==> src/rtl/writeback_buffer_pkg.sv <==
// Shared definitions for the register-file writeback buffer.
//   REG_ADDR_W   : width of an integer register index
//   XLEN_DEFAULT : default register data width
//   ZERO_REG     : architectural x0, never written
//   wb_entry_t   : one queued write {rd, data} at the default width
package writeback_buffer_pkg;

  localparam int REG_ADDR_W   = 5;
  localparam int XLEN_DEFAULT = 32;

  localparam logic [REG_ADDR_W-1:0] ZERO_REG = '0;

  typedef struct packed {
    logic [REG_ADDR_W-1:0]   rd;
    logic [XLEN_DEFAULT-1:0] data;
  } wb_entry_t;

endpackage

==> src/rtl/wb_fwd_match.sv <==
// Youngest-match search over the writeback queue for one read address.
// Ports:
//   vld    : per-slot occupied flags
//   rd_q   : per-slot destination register
//   data_q : per-slot write data
//   rd_ptr : slot index of the oldest entry (head)
//   rs     : register being looked up
//   hit    : some occupied slot targets rs (never for x0)
//   val    : data of the youngest matching slot, else 0
module wb_fwd_match
  import writeback_buffer_pkg::*;
#(
  parameter int DEPTH = 4,
  parameter int XLEN  = XLEN_DEFAULT
) (
  input  logic [DEPTH-1:0]                 vld,
  input  logic [DEPTH-1:0][REG_ADDR_W-1:0] rd_q,
  input  logic [DEPTH-1:0][XLEN-1:0]       data_q,
  input  logic [$clog2(DEPTH)-1:0]         rd_ptr,
  input  logic [REG_ADDR_W-1:0]            rs,
  output logic                             hit,
  output logic [XLEN-1:0]                  val
);

  localparam int PW = $clog2(DEPTH);

  logic [PW-1:0] idx;

  // Walk slots oldest-to-youngest starting at the head so that the last
  // match seen is the youngest, independent of where the pointers wrapped.
  always_comb begin
    hit = 1'b0;
    val = '0;
    idx = '0;
    for (int unsigned i = 0; i < DEPTH; i++) begin
      idx = rd_ptr + i[PW-1:0];
      if (vld[idx] && (rd_q[idx] == rs) && (rs != ZERO_REG)) begin
        hit = 1'b1;
        val = data_q[idx];
      end
    end
  end

endmodule

==> src/rtl/writeback_buffer.sv <==
// Writeback buffer: merges ALU and load register writes into an in-order
// queue, drains one entry per cycle to the register file write port and
// bypasses still-queued values to two read addresses.
// Ports:
//   clock, reset                 : clock, async active-high reset
//   alu_valid/alu_rd/alu_data    : ALU write request
//   ld_valid/ld_rd/ld_data       : load write request (younger than ALU)
//   in_ready                     : at least two free slots
//   rf_hold                      : register file port busy, freeze head
//   rf_wr_addr/data/ena          : register file write port
//   rs1/rs2                      : read addresses to bypass
//   fwd_hit1/2, fwd_val1/2       : bypass results
//   empty                        : nothing queued
module writeback_buffer
  import writeback_buffer_pkg::*;
#(
  parameter int DEPTH = 4,
  parameter int XLEN  = XLEN_DEFAULT
) (
  input  logic                  clock,
  input  logic                  reset,
  input  logic                  alu_valid,
  input  logic [REG_ADDR_W-1:0] alu_rd,
  input  logic [XLEN-1:0]       alu_data,
  input  logic                  ld_valid,
  input  logic [REG_ADDR_W-1:0] ld_rd,
  input  logic [XLEN-1:0]       ld_data,
  output logic                  in_ready,
  input  logic                  rf_hold,
  output logic [REG_ADDR_W-1:0] rf_wr_addr,
  output logic [XLEN-1:0]       rf_wr_data,
  output logic                  rf_wr_ena,
  input  logic [REG_ADDR_W-1:0] rs1,
  input  logic [REG_ADDR_W-1:0] rs2,
  output logic                  fwd_hit1,
  output logic [XLEN-1:0]       fwd_val1,
  output logic                  fwd_hit2,
  output logic [XLEN-1:0]       fwd_val2,
  output logic                  empty
);

  localparam int PW = $clog2(DEPTH);
  localparam int CW = PW + 1;

  logic [DEPTH-1:0][REG_ADDR_W-1:0] rd_q;
  logic [DEPTH-1:0][XLEN-1:0]       data_q;
  logic [DEPTH-1:0]                 vld_q;
  logic [PW-1:0]                    rd_ptr;
  logic [PW-1:0]                    wr_ptr;
  logic [PW-1:0]                    ld_slot;
  logic [CW-1:0]                    count;
  logic                             alu_acc;
  logic                             ld_acc;

  // Two free slots guarantee both producers fit; independent of valids.
  assign in_ready = (CW'(DEPTH) - count) >= CW'(2);
  assign empty    = (count == '0);

  assign alu_acc  = alu_valid & in_ready & (alu_rd != ZERO_REG);
  assign ld_acc   = ld_valid  & in_ready & (ld_rd  != ZERO_REG);
  // Load lands behind the ALU entry only when the ALU entry was kept.
  assign ld_slot  = wr_ptr + PW'(alu_acc);

  assign rf_wr_ena  = !empty && !rf_hold;
  assign rf_wr_addr = empty ? '0 : rd_q[rd_ptr];
  assign rf_wr_data = empty ? '0 : data_q[rd_ptr];

  always_ff @(posedge clock or posedge reset) begin
    if (reset) begin
      rd_ptr <= '0;
      wr_ptr <= '0;
      count  <= '0;
      vld_q  <= '0;
    end else begin
      // Enqueue only happens with >= 2 free slots, so enqueue slots never
      // coincide with the head slot being released.
      if (rf_wr_ena) begin
        vld_q[rd_ptr] <= 1'b0;
        rd_ptr        <= rd_ptr + PW'(1);
      end
      if (alu_acc) vld_q[wr_ptr]  <= 1'b1;
      if (ld_acc)  vld_q[ld_slot] <= 1'b1;
      wr_ptr <= wr_ptr + PW'(alu_acc) + PW'(ld_acc);
      count  <= count + CW'(alu_acc) + CW'(ld_acc) - CW'(rf_wr_ena);
    end
  end

  // Payload storage is qualified by vld_q, so it needs no reset.
  always_ff @(posedge clock) begin
    if (alu_acc) begin
      rd_q[wr_ptr]   <= alu_rd;
      data_q[wr_ptr] <= alu_data;
    end
    if (ld_acc) begin
      rd_q[ld_slot]   <= ld_rd;
      data_q[ld_slot] <= ld_data;
    end
  end

  wb_fwd_match #(.DEPTH(DEPTH), .XLEN(XLEN)) u_fwd1 (
    .vld    (vld_q),
    .rd_q   (rd_q),
    .data_q (data_q),
    .rd_ptr (rd_ptr),
    .rs     (rs1),
    .hit    (fwd_hit1),
    .val    (fwd_val1)
  );

  wb_fwd_match #(.DEPTH(DEPTH), .XLEN(XLEN)) u_fwd2 (
    .vld    (vld_q),
    .rd_q   (rd_q),
    .data_q (data_q),
    .rd_ptr (rd_ptr),
    .rs     (rs2),
    .hit    (fwd_hit2),
    .val    (fwd_val2)
  );

endmodule

==> config.mk <==
export PLATFORM = sky130hd
export DESIGN_NAME = writeback_buffer
export DESIGN_NICKNAME = d
export VERILOG_FILES = /design/src/rtl/writeback_buffer_pkg.sv /design/src/rtl/wb_fwd_match.sv /design/src/rtl/writeback_buffer.sv
export SDC_FILE = /design/constraint.sdc
export NUM_CORES = 1
export LEC_CHECK = 0
export CAP_MARGIN = 20
export CORE_ASPECT_RATIO = 0.75
export CORE_MARGIN = 4
export CORE_UTILIZATION = 25
export CTS_BUF_LIST = sky130_fd_sc_hd__clkbuf_2 sky130_fd_sc_hd__clkbuf_4 sky130_fd_sc_hd__clkbuf_8
export DETAILED_ROUTE_END_ITERATION = 7
export HOLD_SLACK_MARGIN = 0.03
export SLEW_MARGIN = 10
export SYNTH_ARGS = -nofsm -noshare
export SYNTH_HDL_FRONTEND = slang
export SYNTH_SLANG_ARGS = --single-unit
export TNS_END_PERCENT = 1
==> constraint.sdc <==
create_clock -name clock -period 5.17 [get_ports clock]
set_clock_uncertainty 0.2 [all_clocks]
set_input_delay 1.034 -clock clock [delete_from_list [all_inputs] [get_ports clock]]
set_output_delay 1.034 -clock clock [all_outputs]
set_load 0.005 [all_outputs]
==> results of run 1 <==
logic make-up (layout without fill, tap and decap cells):
kind of cell	Yosys count	after routing	synth area share, %
flops	159	159	24.71
compound gates	251	251	11.77
buf+inv	150	315	5.165
simple gates	358	358	12.20
mux	360	360	41.82
xor+xnor	46	46	3.074
other cells	0	2	0
fa+ha+maj	12	12	1.260
placed cells by master, fill, tap and decap left out, types with 18 or more instances in the layout:
cell type,instances
buf_4,53
xnor2_1,32
clkdlybuf4s50_1,139
mux4_2,150
o221ai_2,19
nor2_1,178
mux2i_1,208
nand3_1,28
o211ai_1,18
nor2b_1,36
a21oi_1,164
dlygate4sd2_1,42
dfxtp_1,148
nand2_1,63
cell type report:
cell class | count | area share (%)
Antenna cell | 2 | 0.02984
Clock buffer | 17 | 1.395
Clock inverter | 15 | 1.030
Inverter | 17 | 0.3805
Multi-Input combinational cell | 1027 | 56.17
Sequential cell | 159 | 19.35
Tap cell | 703 | 5.245
Timing Repair Buffer | 266 | 16.40
critical path, cell delays in order, from the launching register on:
cell             delay (ns)
dfrtp_4                0.42
inv_1                  0.10
ha_4                   0.35
mux4_2                 0.54
xor2_1                 0.17
nor4_2                 0.37
and2_4                 0.26
buf_4                  0.13
buf_12                 0.18
mux2i_1                0.24
o21ai_2                0.08
buf_4                  0.14
clkdlybuf4s50_1        0.45
per-layer routing:
metal / routed length, µm / GRT usage [%] / part of all wire [%] / vias to the layer above
met2: 23250 / 28.24 / 46 / 493
met4: 838 / 4.377 / 1.7 / 6
met1: 22430 / 23.51 / 45 / 5909
met3: 3567 / 4.376 / 7.1 / 69
met5: 45 / 0 / 0.090 / -
li1: - / - / - / 5330
timing repair:
item                       CTS  global route
setup endpoints to repair   66            29
pin swaps                   10             5
gates resized for setup     71            15
buffers inserted             7             3
hold buffers                 0             0
gates cloned                 3             0
power by group:
part | switching (mW) | internal [mW]
logic | 5.23 | 5.52
registers | 0.820 | 1.95
clock network | 0.580 | 0.446
total | 6.63 | 7.91
registers in the layout (all words and copies together), names as in the netlist:
name and flops:
rd_q 20, rd_ptr 2, wr_ptr 2, vld_q 4, data_q 128, count 3
how the worst max path moves through the flow:
stage | startpoint | depth (start not counted) | endpoint | slack, ns
final | rd_ptr[1] | 12 | fwd_val1[30] | -0.02
after global routing | rd_ptr[0] | 12 | fwd_val1[30] | -0.17
after CTS | rd_ptr[0] | 10 | fwd_val1[0] | -0.15
after detailed placement | rd_ptr[0] | 9 | fwd_val2[1] | 0.06
after floorplan | rd_ptr[0] | 16 | fwd_hit1 | 0.02
after global placement | rs2[3] | 9 | fwd_val2[0] | 0.03
metrics by stage:
step / cells / area [µm²] / utilization (%)
2_1_floorplan: 1336 / 13110 / -
3_3_place_gp: 2159 / 16090 / 31.11
3_5_place_dp: 2159 / 16090 / 31.11
4_1_cts: 2201 / 16700 / 32.30
5_1_grt: 2204 / 16770 / 32.42
6_report: 2206 / 16770 / 32.43
==> flow_metrics.tcl, run 1 <==
set metrics [dict create \
    outcome "finished with violations" \
    violations "negative setup slack" \
    numPortBuffers 194 \
    fin_crit_ns 5.188 \
    routed_wl_mm 50.13 \
    cts_buffers 17 \
    arrival_ns 3.95 \
    synth_edf_count 0 \
    synthesis.nets 1437 \
    dp_hpwl_mm 34.34 \
    ff2ff_path_depth 11 \
    hold_ws_ns 0.3846 \
    rrSetupSlack_ns 1.36 \
    setup_tns_ns -0.02564 \
    num_vias 11810 \
    h-tree-depth 4 \
    vdd_drop_max_mv 0.4835 \
    grt_max_degree 76 \
    cts_sinks 159 \
    yosys.cell_count.top_type "mux2i_1" \
    wl_per_cell_um 22.72 \
    rows 72 \
    die_y_um 206.3 \
    maxSlewViolCount 0 \
    drc 0 \
    area_delta_synth_final_pct 27.96 \
    fmax_ghz 0.1928 \
    avgViaCountPerCell 5.352 \
    layout.nets 1589 \
    cp-start-kind "flop" \
    synth_commonest_cells "mux2i_1, nor2_1, a21oi_1, mux4_2, dfxtp_1" \
    grt_pass1_vias 11600 \
    reg2reg_to "data_q[31]" \
    cts_tree "yes" \
    crit_type "reg -> out" \
    leakage_nw 6.542 \
    synth.avg_cell_area_um2 9.810 \
    grt_antenna_before_repair 6 \
    netlist.area_leader.share_pct 25.78 \
    end_kind "primary output" \
    yosysTopAreaCell "mux4_2" \
    finalWorstSetupSlack_ns -0.01766 \
    die_w_um 272.4 \
    postRouteAntennaNets 0 \
    min_to "data_q[93]" \
    post_synth_num_cell_types 49 \
    drive_above_1_share_pct 20.99 \
    timing.rr.start "count[1]" \
    synth_ff_type "dfxtp_1" \
    netlist_instances 1336 \
    netlist_area_um2 13110 \
    rsz0062_at_grt "true" \
    power.density_nw_per_um2 866.9 \
    required_ns 3.94 \
    hp-start "data_q[93]" \
    seq_area_um2 3246 \
    ys_warn_count 0 \
    cts.path.max_buffers 2 \
    place_ws_ns 0.05678 \
    drt-pass1-iter-count 5 \
    hold_viol 0 \
    core-area_um2 51710 \
    synthArstFlopShare_pct 6.918 \
    clk_pin_slew_ns 0.10 \
    hold_depth 2 \
    synth_area_leaders "mux4_2, dfxtp_1, mux2i_1, a21oi_1, nor2_1" \
    gp_congestion 0.8491 \
    max-cap-violations 0 \
    grt_pass1_wl_mm 73.89 \
    path_max_fanout 17 \
    maxSlewHeadroom_pct 32.72 \
    setup_viol 2 \
    track_usage_pct 17.46 \
    worstHoldPathType "reg -> reg" \
    tightest_slew_ns 1.009 \
    period_share_pct 100.3 \
    clockRootBuffer "clkbuf_8" \
    power.total_mw 14.54 \
    start_util_pct 25.35 \
    multi_input_area_um2 9420 \
    clock_insertion_delay_worst_skew_ns 0.50 \
    die_area_um2 56190 \
    grt-ovfl-total 0 \
    ys_ff_latch 159 \
    first_iter_violations 1094 \
    synth_seq_area_share_pct 24.71 \
    n_fill_cell 5334 \
    boundaryPins 195 \
]
Power figures use the tool's default switching activity.
==> run 2, diff against run 1 <==
Settings changed: CTS_CLUSTER_SIZE set to 20, DONT_BUFFER_PORTS set to 1.
==> run 2 against run 1 <==
The flow now finishes without violations. Final area down 14%. Global-route usage fell by 0.98 points. Sequential power about the same. Die area is the same. Non-clock buffer count is 208 lower.
==> flow_metrics.tcl, run 2 (synthesized netlist as in run 1, its figures left out) <==
set metrics [dict create \
    ff2ff_path_depth 12 \
    die_area_um2 56190 \
    boundaryPins 195 \
    grt_antenna_before_repair 0 \
    hold_ws_ns 0.2223 \
    area_delta_synth_final_pct 10.28 \
    clockPowerShare_pct 7.9 \
    timing.rr.start "count[1]" \
    arrival_ns 3.80 \
    gp_congestion 0.8957 \
    clk_pin_slew_ns 0.10 \
    h-tree-depth 4 \
    use_met3_pct 5.118 \
    comb_power_share_pct 70.7 \
    placed_cell_area_um2 13990 \
    rsz0062_at_grt "true" \
    rrSetupSlack_ns 1.18 \
    rows 72 \
    wl_per_cell_um 23.86 \
    grt_busiest_layer "met2" \
    path_cells "inv_2, ha_4, mux4_2, xnor2_1, nand4_1, buf_4, nor2_4, buf_4, nand2_1, o211ai_1, buf_4" \
    grt_pass1_wl_mm 69.54 \
    period_share_pct 97.30 \
    start_util_pct 25.35 \
    reg_top3 "data_q (128), rd_q (20), vld_q (4)" \
    grtUsageMet1_pct 21.68 \
    grt_pass1_vias 10580 \
    antenna_cells 0 \
    routed_wl_mm 47.63 \
    power.total_mw 12.92 \
    cts.path.max_buffers 2 \
    tightest_slew_ns 1.087 \
    avgViaCountPerCell 5.564 \
    cp-start-kind "flop" \
    crit_start "rd_ptr[1]" \
    cts_buffers 17 \
    setup_viol 0 \
    drive_above_1_share_pct 21.66 \
    outcome "complete, no violations" \
    worst-path-stages 11 \
    maxSlewHeadroom_pct 27.54 \
    clockRootBuffer "clkbuf_8" \
    setup_tns_ns 0 \
    design_area_um2 14450 \
    leakage_nw 5.264 \
    worstHoldPathType "in -> async" \
    cts_tree "yes" \
    post-cts-setup-buffer-count 0 \
    num_vias 11110 \
    clock_insertion_delay_worst_skew_ns 0.50 \
    largest_register_ff_count 128 \
    grt-ovfl-total 0 \
    cts_sinks 159 \
    first_iter_violations 1056 \
    cpPeakStageDelay_ns 0.57 \
    required_ns 3.94 \
    layout.nets 1381 \
    fmax_ghz 0.1988 \
    reg2reg_to "data_q[121]" \
    grtUsageMet2_pct 26.53 \
    max-cap-violations 0 \
    core-area_um2 51710 \
    die_w_um 272.4 \
    track_usage_pct 16.48 \
    end_kind "primary output" \
    dp_hpwl_mm 33.03 \
    path_max_fanout 13 \
    drt-pass1-iter-count 5 \
    switching_power_mw 6.172 \
    numPortBuffers 0 \
    postRouteAntennaNets 0 \
    p_int_mw 6.746 \
    switching_share_pct 47.78 \
    layout_commonest_cell "mux2i_1" \
    slowest_stage "mux4_2" \
    hold_viol 0 \
    ctsHoldBuffers 0 \
    power.density_nw_per_um2 893.7 \
    cp_top_family "buffers and inverters" \
    fin_crit_ns 5.031 \
    vdd_drop_max_mv 0.5484 \
    drc 0 \
    p_seq_share_pct 21.4 \
    layout_common_cells "mux2i_1, nor2_1, a21oi_1" \
    die_y_um 206.3 \
    maxSlewViolCount 0 \
    crit_type "reg -> out" \
    grt_max_degree 75 \
    cp_common_cell "buf_4" \
    cp_num_buf_inv 4 \
    top_register "data_q" \
    final_core_util_pct 27.95 \
]
run 2: layer usage:
layer  routed length [µm]  vias to the layer above
li1                     -                     4920
met1                20320                     5622
met2                22470                      505
met3                 4097                       59
met4                  737                        0
met5                    0                        -
run 2: worst max-delay path by stage:
stage	endpoint
5_1_grt	fwd_val1[14]
4_1_cts	fwd_val1[2]
3_5_place_dp	fwd_val1[6]
6_report	fwd_val1[15]
3_3_place_gp	fwd_val1[6]
2_1_floorplan	fwd_hit1
run 2: power by group through the flow:
stage	combinational [mW]	sequential (mW)	clock, mW
6_report	9.13	2.76	1.03
3_5_place_dp	9.08	2.75	0
4_1_cts	9.13	2.73	1.06
3_3_place_gp	8.90	2.67	0
5_1_grt	9.91	2.86	1.11
2_1_floorplan	6.94	2.45	0
run 2: final cells by class:
class                   count  area (µm²)
clock buffers              20       262.8
clock inverters            12       160.2
fillers                  5417       37260
inverters                  17       63.81
multi-input cells        1027        9333
flip-flops and latches    159        3246
well taps                 703       879.6
repair buffers             58       509.2
run 2: metrics by stage:
stage	worst slack (ns)	std cells
floorplan	0.02226	1336
global placement	0.5669	1964
detailed placement	0.4988	1964
CTS	-0.007532	1996
global route	-0.08449	1996
finish	0.1394	1996
run 2: repair_timing:
| item | CTS | global route |
|---|---|---|
| hold endpoints to repair | 0 | 0 |
| setup endpoints to repair | 11 | 52 |
| pin swaps | 1 | 3 |
| resized for setup | 4 | 6 |
